[src/rtl/fetch_unit.sv]
`default_nettype none
// ============================================================================
// Module   : fetch_unit
// Purpose  : Instruction-fetch stage. Owns the program counter, drives the
//            byte address to a combinational instruction memory, captures the
//            returned word with its PC into a small FIFO and presents the head
//            entry to decode over a valid/ready handshake. A redirect flushes
//            the FIFO and reloads the PC.
// Ports    : clk_i            rising-edge clock
//            reset_i          synchronous, active-high reset
//            fetch_en_i       allow new fetches (PC holds when low)
//            imem_addr_o      byte address to instruction memory (= PC)
//            imem_rdata_i     instruction word for imem_addr_o
//            redirect_valid_i one-cycle flush + PC reload request
//            redirect_pc_i    redirect target (bits [1:0] ignored)
//            out_valid_o      head entry valid toward decode
//            out_ready_i      decode accepts head entry
//            out_instr_o      head instruction (0 when not valid)
//            out_pc_o         head PC (0 when not valid)
// Revision : 1.0 - initial release
// ============================================================================
module fetch_unit #(
  parameter logic [31:0] RESET_PC = 32'h0000_0000,
  parameter int          DEPTH    = 2
) (
  input  logic        clk_i,
  input  logic        reset_i,
  input  logic        fetch_en_i,
  output logic [31:0] imem_addr_o,
  input  logic [31:0] imem_rdata_i,
  input  logic        redirect_valid_i,
  input  logic [31:0] redirect_pc_i,
  output logic        out_valid_o,
  input  logic        out_ready_i,
  output logic [31:0] out_instr_o,
  output logic [31:0] out_pc_o
);

  localparam int               PTR_W   = $clog2(DEPTH);
  localparam int               CNT_W   = $clog2(DEPTH) + 1;
  localparam logic [CNT_W-1:0] C_DEPTH = CNT_W'(DEPTH);

  logic [31:0]      pc_q, pc_d;
  logic [PTR_W-1:0] rd_ptr_q, rd_ptr_d;
  logic [PTR_W-1:0] wr_ptr_q, wr_ptr_d;
  logic [CNT_W-1:0] count_q, count_d;
  logic [31:0]      mem_pc_q    [DEPTH];
  logic [31:0]      mem_instr_q [DEPTH];

  logic        w_pop;
  logic        w_push;
  logic [31:0] w_redirect_tgt;

  // Masking with the redirect in the same cycle keeps a head entry that is
  // about to be flushed from ever being accepted by decode.
  assign out_valid_o    = (count_q != '0) && !redirect_valid_i;
  assign w_pop          = out_valid_o && out_ready_i;
  // A pop in the same cycle frees a slot, so a full FIFO can still accept.
  assign w_push         = fetch_en_i && !redirect_valid_i &&
                          ((count_q < C_DEPTH) || w_pop);
  assign w_redirect_tgt = redirect_pc_i & 32'hFFFF_FFFC;

  assign imem_addr_o = pc_q;
  assign out_instr_o = out_valid_o ? mem_instr_q[rd_ptr_q] : 32'h0;
  assign out_pc_o    = out_valid_o ? mem_pc_q[rd_ptr_q]    : 32'h0;

  always_comb begin
    pc_d     = pc_q;
    rd_ptr_d = rd_ptr_q;
    wr_ptr_d = wr_ptr_q;
    count_d  = count_q;
    if (redirect_valid_i) begin
      pc_d     = w_redirect_tgt;
      rd_ptr_d = '0;
      wr_ptr_d = '0;
      count_d  = '0;
    end else begin
      if (w_push) begin
        pc_d     = pc_q + 32'd4;
        wr_ptr_d = wr_ptr_q + PTR_W'(1);
      end
      if (w_pop) begin
        rd_ptr_d = rd_ptr_q + PTR_W'(1);
      end
      count_d = count_q + CNT_W'(w_push) - CNT_W'(w_pop);
    end
  end

  always_ff @(posedge clk_i) begin
    if (reset_i) begin
      pc_q     <= RESET_PC;
      rd_ptr_q <= '0;
      wr_ptr_q <= '0;
      count_q  <= '0;
    end else begin
      pc_q     <= pc_d;
      rd_ptr_q <= rd_ptr_d;
      wr_ptr_q <= wr_ptr_d;
      count_q  <= count_d;
    end
  end

  // Storage needs no reset: entries are only visible while count_q covers them.
  always_ff @(posedge clk_i) begin
    if (!reset_i && w_push) begin
      mem_pc_q[wr_ptr_q]    <= pc_q;
      mem_instr_q[wr_ptr_q] <= imem_rdata_i;
    end
  end

endmodule
`default_nettype wire

[config.mk]
export PLATFORM = sky130hd
export DESIGN_NAME = fetch_unit
export DESIGN_NICKNAME = d
export VERILOG_FILES = /design/src/rtl/fetch_unit.sv
export SDC_FILE = /design/constraint.sdc
export NUM_CORES = 1
export LEC_CHECK = 0
export BUFFER_PORTS_ARGS = -buffer_cell sky130_fd_sc_hd__buf_2
export CORE_MARGIN = 4
export CORE_UTILIZATION = 48
export DETAILED_ROUTE_END_ITERATION = 10
export MAX_ROUTING_LAYER = met4
export PLACE_DENSITY = 0.83
export SLEW_MARGIN = 20
export SYNTH_ARGS = -nofsm -noshare
export SYNTH_HDL_FRONTEND = slang
export SYNTH_SLANG_ARGS = --single-unit
export TNS_END_PERCENT = 10
[constraint.sdc]
create_clock -name clk_i -period 5.9 [get_ports clk_i]
set_input_delay 0.59 -clock clk_i [delete_from_list [all_inputs] [get_ports clk_i]]
set_output_delay 0.59 -clock clk_i [all_outputs]
set_load 0.005 [all_outputs]
; ---- Word-level counts from Yosys, hierarchy flattened
; Memories as Yosys holds them, arrays and structs flattened. A register that Yosys moved wholly into a read port is not among the register bits.
; Index checks and enable logic that the tools add are counted.
[classes]
magnitude_cmp = 1
n_mux = 10
n_reduce_logical = 11
addsub = 5
[ops]
columns = cell, n
row1 = $mux 32, 4
row2 = $add 32x3->32 const B, 1
row3 = $mux 1, 6
row4 = $logic_and 1x1->1, 5
row5 = $reduce_bool 2->1, 2
row6 = $add 1x1->1 const B, 2
row7 = $add 2x1->2, 1
row8 = $logic_not 1->1, 2
row9 = $lt 2x2->1 const B, 1
row10 = $reduce_or 2->1, 1
row11 = $sub 2x1->2, 1
row12 = $logic_or 1x1->1, 1
[totals]
input_bits = 69
memories = 2
ram_bits = 128
reg_bits = 36
output_inout_bits = 97
[memory_table]
columns = memory, depth, word_bits, read_ports, rd_ports_with_merged_regs, write_ports, line_no
row1 = mem_instr_q, 2, 32, 1, 1, 1, 48  ; logic [31:0] mem_instr_q [DEPTH];
row2 = mem_pc_q, 2, 32, 1, 1, 1, 47  ; logic [31:0] mem_pc_q [DEPTH];

; ---- Logic depth before layout (Yosys ltp)
; Gate-level depths: netlist of the first run.
[logic_depth]
ltp_word = 8
mapped_depth = 10
ltp_nobuf = 10

; ---- Worst setup path before layout of the first run
; OpenSTA, ideal clock, no wires.
[synth_path]
path_type = input -> register
start = in redirect_valid_i
end = mem mem_instr_q[0][0] (enable)
path_slack_ns = 0.038
setup_ns = 0.558
arrival_time_ns = 5.304
path_stages = 4
path_cell_list = inv_1 -> clkbuf_1 -> nand3_1 -> nor3_1
[synth_via]
elab_chain_len = 8
elab_cells_between_ends = 9
[synth_rtl]
columns = element, line_no
row1 = start: declaration, 31  ; input logic redirect_valid_i,
row2 = $logic_not 1->1 *, "56, 59"
row3 = $logic_and 1x1->1, 56  ; assign out_valid_o = (count_q != '0) && !redirect_valid_i;
row4 = $logic_and 1x1->1, 57  ; assign w_pop = out_valid_o && out_ready_i;
row5 = $logic_or 1x1->1, 60  ; ((count_q < C_DEPTH) || w_pop);
row6 = $logic_and 1x1->1 *, 59  ; assign w_push = fetch_en_i && !redirect_valid_i &&
row7 = $logic_and 1x1->1 *, 105  ; if (!reset_i && w_push) begin
row8 = $mux 1 *, 105
row9 = $mux 1 (not written as such) *, 107  ; mem_instr_q[wr_ptr_q] <= imem_rdata_i;
row10 = end: declaration, 48
; Every way passes the cells marked *; elsewhere a longest branch is shown, timed or not.

; ---- Final worst setup path of the first run
[layout_path]
start = in redirect_valid_i
end = out out_pc_o[13]
[layout_via]
elab_chain_len = 3
[layout_rtl]
columns = element, line_no
row1 = $logic_not 1->1, 56
row2 = $logic_and 1x1->1, 56
row3 = $mux 32, 65  ; assign out_pc_o = out_valid_o ? mem_pc_q[rd_ptr_q] : 32'h0;
row4 = end: declaration, 36  ; output logic [31:0] out_pc_o
; Every way passes these cells.

==> summary.md, run 1 <==
| Metric | Value |
|---|---|
| Status | `finished, final reports clean` |
| Clk Latency, worst-skew pair | `roughly 0.42 ns` |
| CTS tree | `built` |
| Congestion Overflow GR | `0` |
| Post-synth top area share | `56.73%` |
| Commonest cells post-synth | `edfxtp_1 (124), nor2_1 (89), mux2i_1 (65), dfxtp_1 (35), nand2_1 (27)` |
| Row cnt | `42` |
| Worst Setup Start Kind | `primary input` |
| Final Cycle Share | `between 40% and 50%` |
| Top FF cell, synth | `edfxtp_1` |
| ANT nets after route | `0` |
| Critical path fanouts, max | `62` |
| RSZ-0062 raised after global routing | `false` |
| Area growth syn-to-layout | `24.11%` |
| Crit path buf inv count | `4` |
| TritonCTS Buffers | `17` |
| Synth Area per Inst | `approximately 13 sq um` |
| Worst R2R End | `imem_addr_o[27]$_SDFFE_PP0P_` |
| Final setup TNS | `0 ns` |
| # IOs | `166` |
| Final WS setup | `around 3.3 ns` |
| WL final | `between 10000 and 15000 um` |
| Fill count | `~1100` |
| Vias | `around 4400` |
| Initial Util | `between 40 and 50%` |
| Pint | `1981 uW` |
| Layout cell share with drive strength beyond 1 | `roughly 30%` |
| Stages on worst setup path | `6` |
| Critical path type | `in -> out` |
| Synth Register Bits | `159` |
| Post-Syn Area | `~6600 sq um` |
| Yosys warning count | `0` |
| Layout net count | `726` |
| Via/cell ratio | `between 5 and 6` |
| Worst Setup End Kind | `primary output` |
| Number of synthesized flops with an enable pin | `124` |
| Critical path's slowest cell | `buf_4` |
| Mapped Cells | `approximately 500` |
| Fin Clk Skew | `approximately 0.0052 ns` |
| Residual DRC | `0` |
| Worst-Margin Slew | `about 1 ns` |
| Average wire per standard cell | `about 17 um` |
| Power Total | `2496 uW` |
| Reg2reg setup slack | `3.44 ns` |
| DP HPWL | `between 9000 and 10000 um` |
| Critical Path End | `out_pc_o[13]` |
| Largest net degree at the start of global routing | `63` |
| Post-synthesis sequential area ratio | `around two thirds` |
| Clock Power Share | `around 44%` |
| Final hold violations | `0` |
| Post-layout util | `just over 60%` |
| P_leak | `about 0.0031 uW` |
| FF-to-FF path depth | `5` |
| Worst EP required | `roughly 5.3 ns` |
| CTS Root Cell | `clkbuf_16` |
| Number of max-cap violations | `0` |
| CTS Sinks | `roughly 160` |
| Net Switching | `515.5 uW` |
| Final setup violating endpoints | `0` |
| Number of global-route vias before repair | `roughly 4500` |
| CP delay by family, top | `buffers and inverters` |
| Worst R2R Start | `imem_addr_o[6]$_SDFFE_PP0P_` |
| Die H | `around 120 um` |
| Overall die width | `roughly 120 um` |
| DR iter-0 viols | `~220` |
| Initial antenna violation count | `1` |
| WP data arrival | `1.98 ns` |
| H-Tree Depth | `4` |
| Die area | `15610 sq um` |
| Setup bufs post-CTS | `0` |
| Pwr/cell area | `about 300 nW/um^2` |
| Ys async rst share | `0%` |
| First-pass GRT wire length | `about 23000 um` |
| Min Tclk post-route | `2.570 ns` |
| Drt first pass iters | `4` |
| Clk buf depth | `2` |
| HP Class | `in -> reg` |
| Hold_buf cts | `0` |
| Crit path launch | `redirect_valid_i` |
| Resize count post-CTS | `0` |
| Slew HR | `33.44%` |
| Final Wtd Congestion | `around 0.86` |
| Final Max Tran Viols | `0` |
| Synth area leaders | `edfxtp_1 (57%), dfxtp_1 (11%), mux2i_1 (9.9%)` |
| Worst-path clk slew | `0.06 ns` |
| Placeable core area | `~13000 sq um` |
| Switching portion of total power | `approximately a fifth` |
| Combinational share of power | `5.0%` |
| Yosys cell types | `37` |
| Flop pwr share | `just over 50%` |
| Most common cell in the synthesized netlist | `edfxtp_1` |
| I/O Buffers | `approximately 160` |
| CP peak stage delay | `between 0.5 and 0.6 ns` |
| Gr usage total | `around a fifth` |
| Synth area leader | `edfxtp_1` |
| Crit path cell chain | `buf_2, inv_1, o21ai_4, buf_4, nor2_1, buf_2` |
| Most used cell, CP | `buf_2` |
| Fmax | `roughly 400 MHz` |
| Post-Place Setup Slack | `roughly 3.2 ns` |
| VDD IR max | `~170 uV` |
==> stage by stage <==
step           hold slack, ns  area [sq um]  instances
2_1_floorplan          0.4812          6575        498
3_3_place_gp           0.4912          7518        810
3_5_place_dp           0.5032          7518        810
4_1_cts                0.3390          8117        842
5_1_grt                0.3387          8147        844
6_report               0.3598          8147        844
==> area by class of cell <==
cell class	instances	area [sq um]	area share, %
sequential	159	4428	54.35
multi-input combinational	303	2003	24.59
timing repair buffer	166	868.3	10.66
clock buffer	21	460.4	5.652
tap	176	220.2	2.703
clock inverter	11	137.6	1.689
inverter	7	26.28	0.3225
antenna	1	2.502	0.03072
==> power by group through the flow <==
stage                     logic (uW)  clock network [uW]  registers (uW)
final                            125                1100            1270
after global placement           120                   0            1290
after CTS                        126                1120            1270
after global routing             140                1180            1280
after floorplan                 64.0                   0            1290
after detailed placement         125                   0            1300
==> cells by family (layout without fill, tap and decap cells) <==
family	count (synthesis)	count (layout)	synth area share (%)
adders and majority gates	3	3	0.5719
AOI/OAI and AO/OA	31	31	3.241
and+or+nand+nor	168	168	11.97
xor gates and xnor gates	32	32	4.270
buffers and inverters	36	205	2.574
DFF	159	159	67.40
other	1	5	0.05713
muxes	65	65	9.912
==> worst min path at each step <==
stage | slack, ns | to | from | depth (start not counted)
final | 0.36 | mem_instr_q[0][0]$_DFFE_PP_ | imem_rdata_i[0] | 1
after global routing | 0.34 | mem_instr_q[0][9]$_DFFE_PP_ | imem_rdata_i[9] | 1
after CTS | 0.34 | mem_instr_q[1][9]$_DFFE_PP_ | imem_rdata_i[9] | 1
after detailed placement | 0.50 | flip-flop | rd_ptr_q$_SDFFE_PP0P_ | 2
after global placement | 0.49 | flip-flop | rd_ptr_q$_SDFFE_PP0P_ | 2
after floorplan | 0.48 | flip-flop | rd_ptr_q$_SDFFE_PP0P_ | 2
==> flip-flops by register name (all words and copies together) (netlist names), named ones only <==
signal and flops:
imem_addr_o 30, wr_ptr_q 1, mem_pc_q 60, count_q 2, rd_ptr_q 1, mem_instr_q 64
==> layer usage <==
layer | part of all wire (%) | up-vias | track usage [%]
li1 | - | 2102 | -
met1 | 41 | 2133 | 22.65
met2 | 50 | 156 | 31.23
met3 | 6.7 | 28 | 5.245
met4 | 2.0 | 0 | 7.972
met5 | 0 | - | -
==> worst register-to-register path: stages, from the launching register on <==
cell and delay (ns):
dfxtp_1 0.49, nand4_2 0.25, nor4_2 0.92, nand3_1 0.29
xor2_1 0.22, a211oi_1 0.21
==> placed cells by master, fill, tap and decap left out, types with 4 or more instances in the layout <==
cell type,Yosys,final
a211oi_1,16,16
a21oi_1,8,8
and3_1,6,6
buf_2,6,159
buf_4,5,6
clkbuf_16,0,17
clkinv_2,0,4
conb_1,1,4
dfxtp_1,35,34
edfxtp_1,124,124
inv_1,7,7
mux2i_1,65,65
nand2_1,27,27
nand3_1,14,14
nand4_1,9,9
nor2_1,89,89
nor3_1,6,4
xnor2_1,7,7
xor2_1,25,25
(Power assumes the default switching activity.)
==> run 2: changes to the inputs <==
clock period = 2.1 ns   (was 5.9 ns; I/O delays follow)
==> summary.md, run 2 (synthesis gave the netlist of run 1 again) <==
| Metric | Value |
|---|---|
| Residual DRC | `0` |
| Placeable core area | `approximately 13000 sq um` |
| Initial antenna violation count | `0` |
| Critical path's slowest cell | `dfxtp_4` |
| Overall die width | `between 100 and 150 um` |
| HP Class | `in -> reg` |
| Pwr/cell area | `around 800 nW/um^2` |
| Crit path buf inv count | `2` |
| Row cnt | `42` |
| Commonest non-fill, non-tap cell in the layout | `buf_2` |
| Min Tclk post-route | `slightly below 2 ns` |
| Commonest non-fill, non-tap cells in the layout | `buf_2 (159), edfxtp_1 (124), nor2_1 (89), mux2i_1 (65)` |
| Largest register FFs | `64` |
| CP delay by family, top | `flip-flops` |
| Via/cell ratio | `between 5 and 6` |
| First-pass GRT wire length | `23520 um` |
| Drt first pass iters | `4` |
| WP data arrival | `1.76 ns` |
| Worst Setup End Kind | `primary output` |
| Reg with most FFs | `mem_instr_q` |
| Fmax | `508.2 MHz` |
| Gr usage total | `19.29%` |
| Worst EP required | `~1.9 ns` |
| Final Cycle Share | `between 90% and 100%` |
| Vias | `4575` |
| Diodes inserted | `0` |
| Final Max Tran Viols | `0` |
| TritonCTS Buffers | `17` |
| CTS Root Cell | `clkbuf_16` |
| VDD IR max | `approximately 460 uV` |
| Layout cell share with drive strength beyond 1 | `30.74%` |
| Die H | `around 120 um` |
| Power Total | `between 6000 and 7000 uW` |
| Worst Setup Start Kind | `flip-flop` |
| P_leak | `between 0.003 and 0.004 uW` |
| Final setup violating endpoints | `0` |
| Layout net count | `roughly 770` |
| I/O Buffers | `159` |
| RSZ-0062 raised after global routing | `false` |
| Slew HR | `60.86%` |
| Number of max-cap violations | `0` |
| DR iter-0 viols | `280` |
| Fill count | `a little under 1000` |
| Worst-path clk slew | `0.06 ns` |
| Initial Util | `49.37%` |
| ANT nets after route | `0` |
| Post-layout util | `64.12%` |
| Die area | `approximately 16000 sq um` |
| Crit path cell chain | `buf_12, mux2i_1, nor2_1, buf_2` |
| Final setup TNS | `0 ns` |
| # IOs | `about 170` |
| Clk buf depth | `2` |
| Largest net degree at the start of global routing | `63` |
| Final hold violations | `0` |
| CP peak stage delay | `~0.56 ns` |
| Status | `finished, final reports clean` |
| Final Wtd Congestion | `0.8784` |
| Clk Latency, worst-skew pair | `between 0.4 and 0.5 ns` |
| CTS tree | `built` |
| Worst-Margin Slew | `between 0.5 and 0.6 ns` |
| Number of global-route vias before repair | `around 4700` |
| Critical path fanouts, max | `32` |
| DP HPWL | `9419 um` |
| Area growth syn-to-layout | `29.87%` |
| Critical path type | `reg -> out` |
| H-Tree Depth | `4` |
| WL final | `14640 um` |
| Average wire per standard cell | `roughly 17 um` |
| CTS Sinks | `between 150 and 200` |
| Congestion Overflow GR | `0` |
| Fin Clk Skew | `between 0.006 and 0.007 ns` |
==> run 2: what timing repair did <==
item | in CTS | in global routing
hold endpoints to repair | 64 | 0
pin swaps | 0 | 0
setup endpoints to repair | 2 | 2
hold buffers | 32 | 0
buffers inserted | 0 | 0
gates resized for setup | 1 | 1
==> run 2: final cells by class <==
type / instances / area, sq um / share of cell area [%]
sequential: 159 / 4431 / 51.97
multi-input combinational: 303 / 2031 / 23.82
timing repair buffer: 205 / 1262 / 14.81
clock buffer: 24 / 503.0 / 5.900
tap: 176 / 220.2 / 2.583
clock inverter: 8 / 51.30 / 0.6018
inverter: 7 / 26.28 / 0.3082
==> run 2: final timing paths <==
path | startpoint | end | slack [ns] | cells past startpoint
max | flip-flop | out_pc_o[2] | 0.13 | 4
min | redirect_pc_i[5] | imem_addr_o[5]$_SDFFE_PP0P_ | 0.04 | 3
max reg2reg | imem_addr_o[6]$_SDFFE_PP0P_ | imem_addr_o[27]$_SDFFE_PP0P_ | 0.15 | 6
min reg2reg | imem_addr_o[29]$_SDFFE_PP0P_ | mem_pc_q[0][29]$_DFFE_PP_ | 0.52 | 0
==> run 2: metrics by stage <==
stage	instance area, sq um	setup slack (ns)	hold slack, ns	cells
detailed placement	7645	0.1341	0.4016	818
global placement	7645	0.2336	0.3990	818
CTS	8523	0.08958	0.02198	882
finish	8524	0.1324	0.03789	882
global route	8524	0.002758	0.03180	882
floorplan	6628	-0.4517	0.3089	498
==> run 2: metal layers <==
layer  part of all wire (%)  wire length, um  track usage [%]  vias to the layer above
li1                       -                -                -                     2184
met1                     43             6272            23.91                     2187
met2                     49             7236            31.33                      179
met3                    5.9              864            4.264                       25
met4                    1.8              269            7.207                        0
met5                      0                0                -                        -
==> run 2: power by group <==
group          internal (uW)  switching (uW)  total, uW  leakage [uW]
Combinational            208             213        421       0.00162
Clock                   1670            1140       2820      0.000269
Sequential              3480            83.0       3570       0.00142
Total                   5370            1440       6810       0.00331
==> run 2: tightest hold or removal path, cell delays in order <==
cell	delay, ns
buf_2	0.07
mux2i_1	0.05
nor2_1	0.07
